`config.mk`:
```
export PLATFORM = sky130hd
export DESIGN_NAME = lfsr_rng_arbiter
export DESIGN_NICKNAME = d
export VERILOG_FILES = /design/src/rtl/lfsr_rng_arbiter.sv
export SDC_FILE = /design/constraint.sdc
export NUM_CORES = 1
export LEC_CHECK = 0
export CORE_UTILIZATION = 46
export DETAILED_ROUTE_END_ITERATION = 8
export PLACE_DENSITY = 0.76
export SETUP_SLACK_MARGIN = 0.2
export SYNTH_ARGS = -nofsm -noshare
export SYNTH_HDL_FRONTEND = slang
export SYNTH_SLANG_ARGS = --single-unit
```
`constraint.sdc`:
```
create_clock -name clk -period 2 [get_ports clk]
set_input_delay 0.4 -clock clk [delete_from_list [all_inputs] [get_ports clk]]
set_output_delay 0.4 -clock clk [all_outputs]
set_load 0.02 [all_outputs]
```
`src/rtl/lfsr_rng_arbiter.sv`:
```
// Seeds, unlocks and shares an external 5-bit LFSR (taps s[4]^s[2]) between two requesters,
// returning a bounded random value per request by rejection sampling.
module lfsr_rng_arbiter #(
    parameter int MAX_TRIES = 31
) (
    input  logic       clk,
    input  logic       preset,
    input  logic       seed_we,
    input  logic [4:0] seed,
    input  logic [1:0] req,
    input  logic [4:0] limit0,
    input  logic [4:0] limit1,
    input  logic [4:0] lfsr_s,
    output logic       lfsr_li,
    output logic [4:0] lfsr_load,
    output logic [1:0] ack,
    output logic [4:0] value,
    output logic       forced,
    output logic       busy
);
    localparam logic [1:0] S_IDLE = 2'd0;
    localparam logic [1:0] S_LOAD = 2'd1;
    localparam logic [1:0] S_DRAW = 2'd2;
    localparam logic [1:0] S_RESP = 2'd3;
    localparam logic [5:0] MAX_C  = 6'(MAX_TRIES);

    logic [1:0] state_q, state_d;
    logic       li_q, li_d;
    logic [4:0] load_q, load_d;
    logic [1:0] ack_q, ack_d;
    logic [4:0] value_q, value_d;
    logic       forced_q, forced_d;
    logic       pend_q, pend_d;
    logic [4:0] hold_q, hold_d;
    logic       rr_q, rr_d;
    logic       g_q, g_d;
    logic [4:0] lim_q, lim_d;
    logic [5:0] try_q, try_d;

    logic       lock, gnt, seed_taken;
    logic [4:0] seed_use;

    assign lock     = (lfsr_s == 5'd0);
    assign seed_use = seed_we ? seed : hold_q;
    assign gnt      = (req == 2'b11) ? ~rr_q : req[1];

    always_comb begin
        state_d    = state_q;
        li_d       = 1'b0;
        load_d     = load_q;
        ack_d      = 2'b00;
        value_d    = value_q;
        forced_d   = 1'b0;
        pend_d     = pend_q;
        hold_d     = hold_q;
        rr_d       = rr_q;
        g_d        = g_q;
        lim_d      = lim_q;
        try_d      = try_q;
        seed_taken = 1'b0;
        case (state_q)
            S_IDLE: begin
                // While a reload is already in flight the LFSR still reads 0; just wait it out.
                if (lock) begin
                    if (!li_q) begin
                        li_d   = 1'b1;
                        load_d = 5'd1;
                    end
                end else if (seed_we || pend_q) begin
                    li_d       = 1'b1;
                    load_d     = (seed_use == 5'd0) ? 5'd1 : seed_use;
                    pend_d     = 1'b0;
                    seed_taken = 1'b1;
                    state_d    = S_LOAD;
                end else if (req != 2'b00) begin
                    g_d     = gnt;
                    lim_d   = gnt ? limit1 : limit0;
                    try_d   = 6'd0;
                    state_d = S_DRAW;
                end
            end
            S_LOAD: state_d = S_IDLE;
            S_DRAW: begin
                if (!req[g_q]) begin
                    state_d = S_IDLE;
                end else if (lock) begin
                    if (!li_q) begin
                        li_d   = 1'b1;
                        load_d = 5'd1;
                    end
                end else if (lim_q == 5'd0 || lfsr_s <= lim_q) begin
                    value_d    = lfsr_s - 5'd1;
                    ack_d[g_q] = 1'b1;
                    state_d    = S_RESP;
                end else begin
                    try_d = try_q + 6'd1;
                    if (try_d == MAX_C) begin
                        value_d    = 5'd0;
                        ack_d[g_q] = 1'b1;
                        forced_d   = 1'b1;
                        state_d    = S_RESP;
                    end
                end
            end
            default: begin
                rr_d    = g_q;
                state_d = S_IDLE;
            end
        endcase
        // A seed not consumed this cycle is parked; the newest one wins.
        if (seed_we && !seed_taken) begin
            pend_d = 1'b1;
            hold_d = seed;
        end
    end

    always_ff @(posedge clk or posedge preset) begin
        if (preset) begin
            state_q  <= S_IDLE;
            li_q     <= 1'b0;
            load_q   <= 5'd0;
            ack_q    <= 2'b00;
            value_q  <= 5'd0;
            forced_q <= 1'b0;
            pend_q   <= 1'b0;
            hold_q   <= 5'd0;
            rr_q     <= 1'b1;
            g_q      <= 1'b0;
            lim_q    <= 5'd0;
            try_q    <= 6'd0;
        end else begin
            state_q  <= state_d;
            li_q     <= li_d;
            load_q   <= load_d;
            ack_q    <= ack_d;
            value_q  <= value_d;
            forced_q <= forced_d;
            pend_q   <= pend_d;
            hold_q   <= hold_d;
            rr_q     <= rr_d;
            g_q      <= g_d;
            lim_q    <= lim_d;
            try_q    <= try_d;
        end
    end

    assign lfsr_li   = li_q;
    assign lfsr_load = load_q;
    assign ack       = ack_q;
    assign value     = value_q;
    assign forced    = forced_q;
    assign busy      = (state_q != S_IDLE);
endmodule

```
==> run_results.csv, run 1 <==
group,metric,value,unit
logic_synthesis,synth_top_family_by_area,"compound AO/OA/AOI/OAI gates",
critical_path,cpLargestDelayFamily,"simple AND/OR/NAND/NOR gates",
hold_path,hold_class,"primary input to async pin",
logic_synthesis,synth_compound_area_frac,0.170,
clocking,clkSinkCount,35,
floorplan,die_area,4490,um2
clocking,cts_buffers,5,
logic_synthesis,synth_xor_area_frac,0.0225,
route,num_vias,1678,
finish,area_delta_synth_final,54.1,%
critical_path,path_class,"flip-flop to flip-flop",
sta,finalCriticalPeriod,2.03,ns
logic_synthesis,yosys_warnings,0,
critical_path,cp_max_fo,4,
route,antenna_left,0,
place,port_buffers,39,
floorplan,coreArea,4030,um2
grt,grt_pass1_vias,1590,
logic_synthesis,synth_ff_type,"dfrtp_1",
sta,worst_pin_slew,0.431,ns
critical_path,crit_path_cell_trace,"inv_1 -> ha_4 -> nand4_1 -> or2_4 -> a211oi_4 -> a211oi_2 -> or3b_1",
floorplan,rows,23,
logic_synthesis,syn_inst,182,
finish,final_design_area_no_fill,3000,um2
place,placed_area,2680,um2
floorplan,initial_core_util,0.483,
pwr,peakVddDrop,0.971,mV
critical_path,startpoint_type,"flip-flop",
grt,grt_pass1_wl,7.54,mm
sta,hold_viol_final,0,
route,drc,0,
route,drt_iter0_markers,91,
finish,drive_gt1_frac,0.381,
critical_path,path_buf_inv,1,
logic_synthesis,syn_nets,216,
logic_synthesis,synthMuxAreaShare,0.0868,
finish,layout_common_cells,"buf_4, dfrtp_1, clkdlybuf4s50_1",
sta,skew,0.00578,ns
route,first_pass_iters,4,
critical_path,arrival,2.20,ns
clocking,ctsHtreeMaxLevel,2,
run_status,outcome,"finished, violations left",
finish,final_nets,301,
grt,grt_max_degree,36,
sta,rsz0062_at_grt,"yes",
route,vias_per_cell,5.28,
clocking,clock_path_buffers,2,
floorplan,io_pins,40,
logic_synthesis,yosys_register_bits,35,
run_status,violations,"negative setup slack",
place,dp_hpwl,3.10,mm
logic_synthesis,synthAdderAreaFrac,0.0579,
place,gp_congestion,0.796,
finish,num_antenna_cells,0,
route,wl_per_cell,14.7,um
sta,fin_ws,-0.0307,ns
job,cap_violations,0,
critical_path,reg2reg_depth,7,
critical_path,critical-path-max-stage-delay,0.36,ns
critical_path,end_kind,"flip-flop",
place,dpl_worst_slack,-0.430,ns
critical_path,critPathSlowestCell,"dfrtp_1",
grt,antenna_found_initial,0,
logic_synthesis,yosys.area_share.simple,0.166,
sta,slew_headroom,0.712,
sta,report.final.setup_viol,1,
pwr,power.density,1340,nW/um2
critical_path,crit_required,2.17,ns
sta,drv_slew,0,
logic_synthesis,syn_area,1950,um2
sta,min_period_over_period,1.02,
grt,grt_overflow,0,
finish,layout_commonest_cell,"buf_4",
clocking,cts_tree,"yes",
clocking,clkLatencyLatePin,0.29,ns
grt,track_usage,0.232,
floorplan,dieHeight,67.0,um
clocking,clk_pin_slew,0.07,ns
sta,max_freq,0.492,GHz
clocking,clk_root_buffer_cell,"clkbuf_8",
critical_path,cp.depth,7,
logic_synthesis,synth-edff-count,0,
finish,postLayoutCoreUtil,0.744,
finish,fill_cells,281,
logic_synthesis,synth_cell_types,46,
pwr,leakagePower,1.33,nW
logic_synthesis,seq_area_frac_synth,0.451,
logic_synthesis,synthArstFlopShare,1.00,
floorplan,die_x,67.0,um
logic_synthesis,avgSynthCellArea,10.7,um2
route,wl,4.68,mm
[per-stage QoR]
stage / setup TNS, ns / hold WS [ns] / std cells / total power [mW]
finish: -0.0307 / 0.493 / 318 / 4.00
global placement: -9.60 / 0.482 / 300 / 3.07
floorplan: -0.0123 / 0.481 / 182 / 2.32
global route: -0.230 / 0.528 / 318 / 4.26
CTS: -0.00635 / 0.509 / 315 / 3.87
detailed placement: -10.60 / 0.482 / 300 / 3.11
[report_power, final]
part / leakage (nW) / internal (mW) / switching (mW)
logic: 0.849 / 1.16 / 1.06
clock network: 0.0484 / 0.282 / 0.266
registers: 0.432 / 1.02 / 0.213
[sequential cells by signal, indices dropped and copies added, names as in the netlist]
| register | cells |
|---|---|
| rr_q | 1 |
| g_q | 1 |
| pend_q | 1 |
| ack | 2 |
| lfsr_li | 1 |
| forced | 1 |
| try_q | 6 |
| hold_q | 5 |
| lfsr_load | 5 |
| lim_q | 5 |
| value | 5 |
| state_q | 2 |
[synth_stat cells, drive strengths merged, types with 2 or more instances]
cell type	count	area share
a211oi	2	0.014
a21o	2	0.0077
a21oi	13	0.037
a41o	2	0.010
buf	4	0.0096
dfrtp	34	0.44
ha	9	0.058
inv	19	0.037
mux2	7	0.041
mux2i	9	0.046
nand2	11	0.021
nand2b	2	0.0064
nand3	4	0.010
nand4	3	0.0096
nor2	13	0.033
nor3	5	0.013
nor4	4	0.019
o21ai	6	0.017
o22ai	6	0.026
o2bb2ai	6	0.027
or2	2	0.0077
or4	2	0.012
xnor2	3	0.014
xor2	2	0.0090
[worst reg2reg max path, stage by stage, from the launching register on]
cell	delay [ns]
dfrtp_1	0.36
inv_1	0.09
ha_4	0.27
nand4_1	0.14
or2_4	0.29
a211oi_4	0.29
a211oi_2	0.11
or3b_1	0.36
[what timing repair did]
action / in CTS / in global routing
setup buffers: 7 / 3
setup endpoints to repair: 34 / 21
pin swaps: 21 / 7
hold endpoints to repair: 0 / 0
gates resized for setup: 32 / 12
hold buffers: 0 / 0
[area by class of cell]
| cell class | instances | area [um2] | area share |
|---|---|---|---|
| clock inverters | 1 | 8.76 | 0.00292 |
| multi-input cells | 124 | 1150 | 0.385 |
| clock buffers | 7 | 86.3 | 0.0288 |
| repair buffers | 82 | 736 | 0.245 |
| inverters | 19 | 73.8 | 0.0246 |
| well taps | 50 | 62.6 | 0.0209 |
| flip-flops and latches | 35 | 877 | 0.293 |
[kinds of logic after synthesis]
group                    after synthesis
AO/OA/AOI/OAI                         42
multiplexers                          16
AND/OR/NAND/NOR                       52
buffers and inverters                 23
adder cells (fa/ha/maj)                9
flip-flops                            35
XOR/XNOR                               5
[final timing paths]
check | startpoint | to | slack, ns
max | lim_q[2] | try_q[5] | -0.03
max in group asynchronous | preset | rr_q | 1.17
max reg2reg | lim_q[2] | try_q[5] | -0.03
min in group clk | lfsr_load[3] | lfsr_load[3] | 0.51
min reg2reg | lfsr_load[3] | lfsr_load[3] | 0.51
min | preset | lim_q[0] | 0.49
[layer usage]
metal  track usage  vias up  wire (um)
li1              -      830          -
met4        0.0878        0         89
met1         0.304      802       2120
met3        0.0462        9        155
met5             0        -          0
met2         0.371       37       2320
Note: power is estimated with default switching activity, not from simulation.
==> run 2, diff against run 1 <==
CORE_MARGIN = 3   (was default)
CORE_UTILIZATION = 50   (was 46)
PLACE_DENSITY = 0.78   (was 0.76)
clock period = 2.3 ns   (was 2 ns; I/O delays follow)
==> run 2 against run 1 <==
  * The run now ends clean
  * Largest power group unchanged
  * Critical path type unchanged
  * Register-to-register slack better by 0.30 ns
  * Combinational power is 29% lower
  * Non-clock buffer count is 18 lower
  * Hold slack better by 0.0098 ns
  * Largest cell class unchanged
  * Global-route usage is 1.7 points lower
  * Cell area is 8.5% lower
  * Sequential power is 11% lower
  * Final cell count is 6.3% lower
  * Sequential share of layout area is 2.7 points higher
  * Highest routed layer unchanged
  * Setup slack better by 0.30 ns
  * Maximum frequency hardly changed
  * Wire length is 3.6% lower
==> run_results.csv, run 2 (synthesis gave the netlist of run 1 again) <==
group,metric,value,unit
run_status,outcome,"finished clean",
place,port_buffers,39,
hold_path,hold_start,"lfsr_load[2]",
critical_path,cp.depth,9,
floorplan,initial_core_util,0.524,
critical_path,reg2reg_from,"lim_q[3]",
finish,drive_gt1_frac,0.260,
route,antenna_left,0,
critical_path,crit_required,2.47,ns
pwr,power,3.21,mW
sta,max_freq,0.493,GHz
critical_path,path_common_cell,"buf_4",
sta,setup_tns,0,ns
pwr,combPwrFrac,0.493,
grt,grt_max_degree,36,
job,cap_violations,0,
finish,largest_reg_flops,6,
pwr,p_sw_frac,0.377,
sta,slew_headroom,0.708,
finish,final_nets,283,
clocking,clock_path_buffers,2,
finish,largest-register,"try_q",
critical_path,rr_endpoint,"try_q[2]",
pwr,p_switching,1.21,mW
finish,final_cells,298,
hold_path,worstHoldEndpoint,"lfsr_load[2]",
critical_path,path_class,"flip-flop to flip-flop",
clocking,clk_root_buffer_cell,"clkbuf_8",
grt,grt_overflow,0,
critical_path,cp_max_fo,3,
critical_path,crit_path_cell_trace,"inv_2 -> ha_4 -> a41o_1 -> a21oi_1 -> buf_4 -> a211oi_4 -> buf_4 -> and4b_1 -> a211o_1",
critical_path,critical-path-max-stage-delay,0.41,ns
floorplan,rows,22,
critical_path,startpoint_type,"flip-flop",
place,placed_area,2540,um2
clocking,clkSinkCount,35,
critical_path,reg2reg_depth,9,
route,drt_iter0_markers,34,
clocking,cts_buffers,5,
clocking,postCtsHoldBufs,0,
clocking,cts_tree,"yes",
floorplan,dieHeight,68.4,um
critical_path,r2r_slack,0.27,ns
critical_path,cpLargestDelayFamily,"compound AO/OA/AOI/OAI gates",
pwr,power.density,1170,nW/um2
place,dpl_worst_slack,-0.291,ns
critical_path,arrival,2.20,ns
route,vias_per_cell,5.45,
pwr,seq_power_share,0.342,
finish,num_antenna_cells,0,
grt,track_usage,0.215,
place,gp_congestion,0.811,
grt,grt_pass1_wl,7.48,mm
pwr,p_int,2.00,mW
critical_path,path_buf_inv,3,
route,wl,4.51,mm
pwr,leakagePower,1.23,nW
sta,drv_slew,0,
hold_path,hold_class,"flip-flop to flip-flop",
finish,fill_cells,256,
sta,report.final.setup_viol,0,
place,dp_hpwl,3.46,mm
clocking,ctsHtreeMaxLevel,2,
route,wl_per_cell,15.1,um
pwr,peakVddDrop,0.615,mV
floorplan,io_pins,40,
sta,fin_ws,0.270,ns
grt,grt_pass1_vias,1707,
sta,finalCriticalPeriod,2.03,ns
floorplan,die_x,68.4,um
sta,min_period_over_period,0.883,
sta,hold_viol_final,0,
floorplan,die_area,4680,um2
floorplan,coreArea,3720,um2
place,dpl.cell_count,287,
clocking,clk_pin_slew,0.07,ns
critical_path,end_kind,"flip-flop",
route,first_pass_iters,4,
pwr,power_frac_clock,0.165,
finish,final_design_area_no_fill,2740,um2
route,drc,0,
finish,layout_common_cells,"dfrtp_1, clkdlybuf4s50_1, buf_4",
sta,rsz0062_at_grt,"no",
clocking,clkLatencyLatePin,0.29,ns
critical_path,critPathSlowestCell,"dfrtp_1",
grt,antenna_found_initial,0,
route,num_vias,1625,
sta,worst_pin_slew,0.438,ns
finish,area_delta_synth_final,41.0,%
sta,skew,0.00891,ns
hold_path,hold_depth,1,
[run 2: cell count changes in the layout (fill, tap and decap cells not counted), moves of 3 or more]
cell           delta
a21oi_4           -3
buf_4            -12
buf_6             -6
dlygate4sd2_1     +3
o22ai_1           +4
o22ai_2           -4
[run 2: how the worst max path moves through the flow]
stage,from,endpoint,slack [ns]
finish,lim_q[3],try_q[2],0.27
global route,lim_q[3],try_q[0],0.20
CTS,lfsr_s[0],try_q[5],0.19
detailed placement,lfsr_s[1],try_q[5],-0.29
global placement,lfsr_s[2],try_q[0],-0.22
floorplan,lfsr_s[3],try_q[5],0.19
[run 2: metal layers]
layer / wire length (um) / global-route usage / part of all wire
met5: 0 / 0 / 0
met4: 114 / 0.0819 / 0.025
met3: 204 / 0.0542 / 0.045
met2: 2350 / 0.379 / 0.52
met1: 1850 / 0.247 / 0.41
[run 2: area by class of cell]
type	count	area [um2]	area share
clock inverter	2	37.5	0.0137
clock buffer	6	72.6	0.0265
tap	48	60.1	0.0219
multi-input combinational	124	1040	0.380
inverter	19	73.8	0.0269
timing repair buffer	64	579	0.211
sequential	35	877	0.320
[run 2: power groups by stage]
stage / registers, mW / logic [mW] / clock network [mW]
2_1_floorplan: 1.17 / 0.787 / 0
3_3_place_gp: 1.09 / 1.42 / 0
3_5_place_dp: 1.10 / 1.48 / 0
4_1_cts: 1.09 / 1.55 / 0.542
5_1_grt: 1.13 / 1.73 / 0.573
6_report: 1.10 / 1.58 / 0.529
[run 2: what timing repair did]
item,4_1_cts,5_1_grt
pin swaps,7,5
resized for setup,11,7
buffers inserted,2,1
endpoints found under the setup margin,32,24
[run 2: metrics by stage]
| stage | utilization | hold WS, ns |
|---|---|---|
| 6_report | 0.738 | 0.503 |
| 5_1_grt | 0.738 | 0.526 |
| 4_1_cts | 0.727 | 0.505 |
| 3_5_place_dp | 0.684 | 0.477 |
| 3_3_place_gp | 0.684 | 0.478 |
| 2_1_floorplan | - | 0.481 |
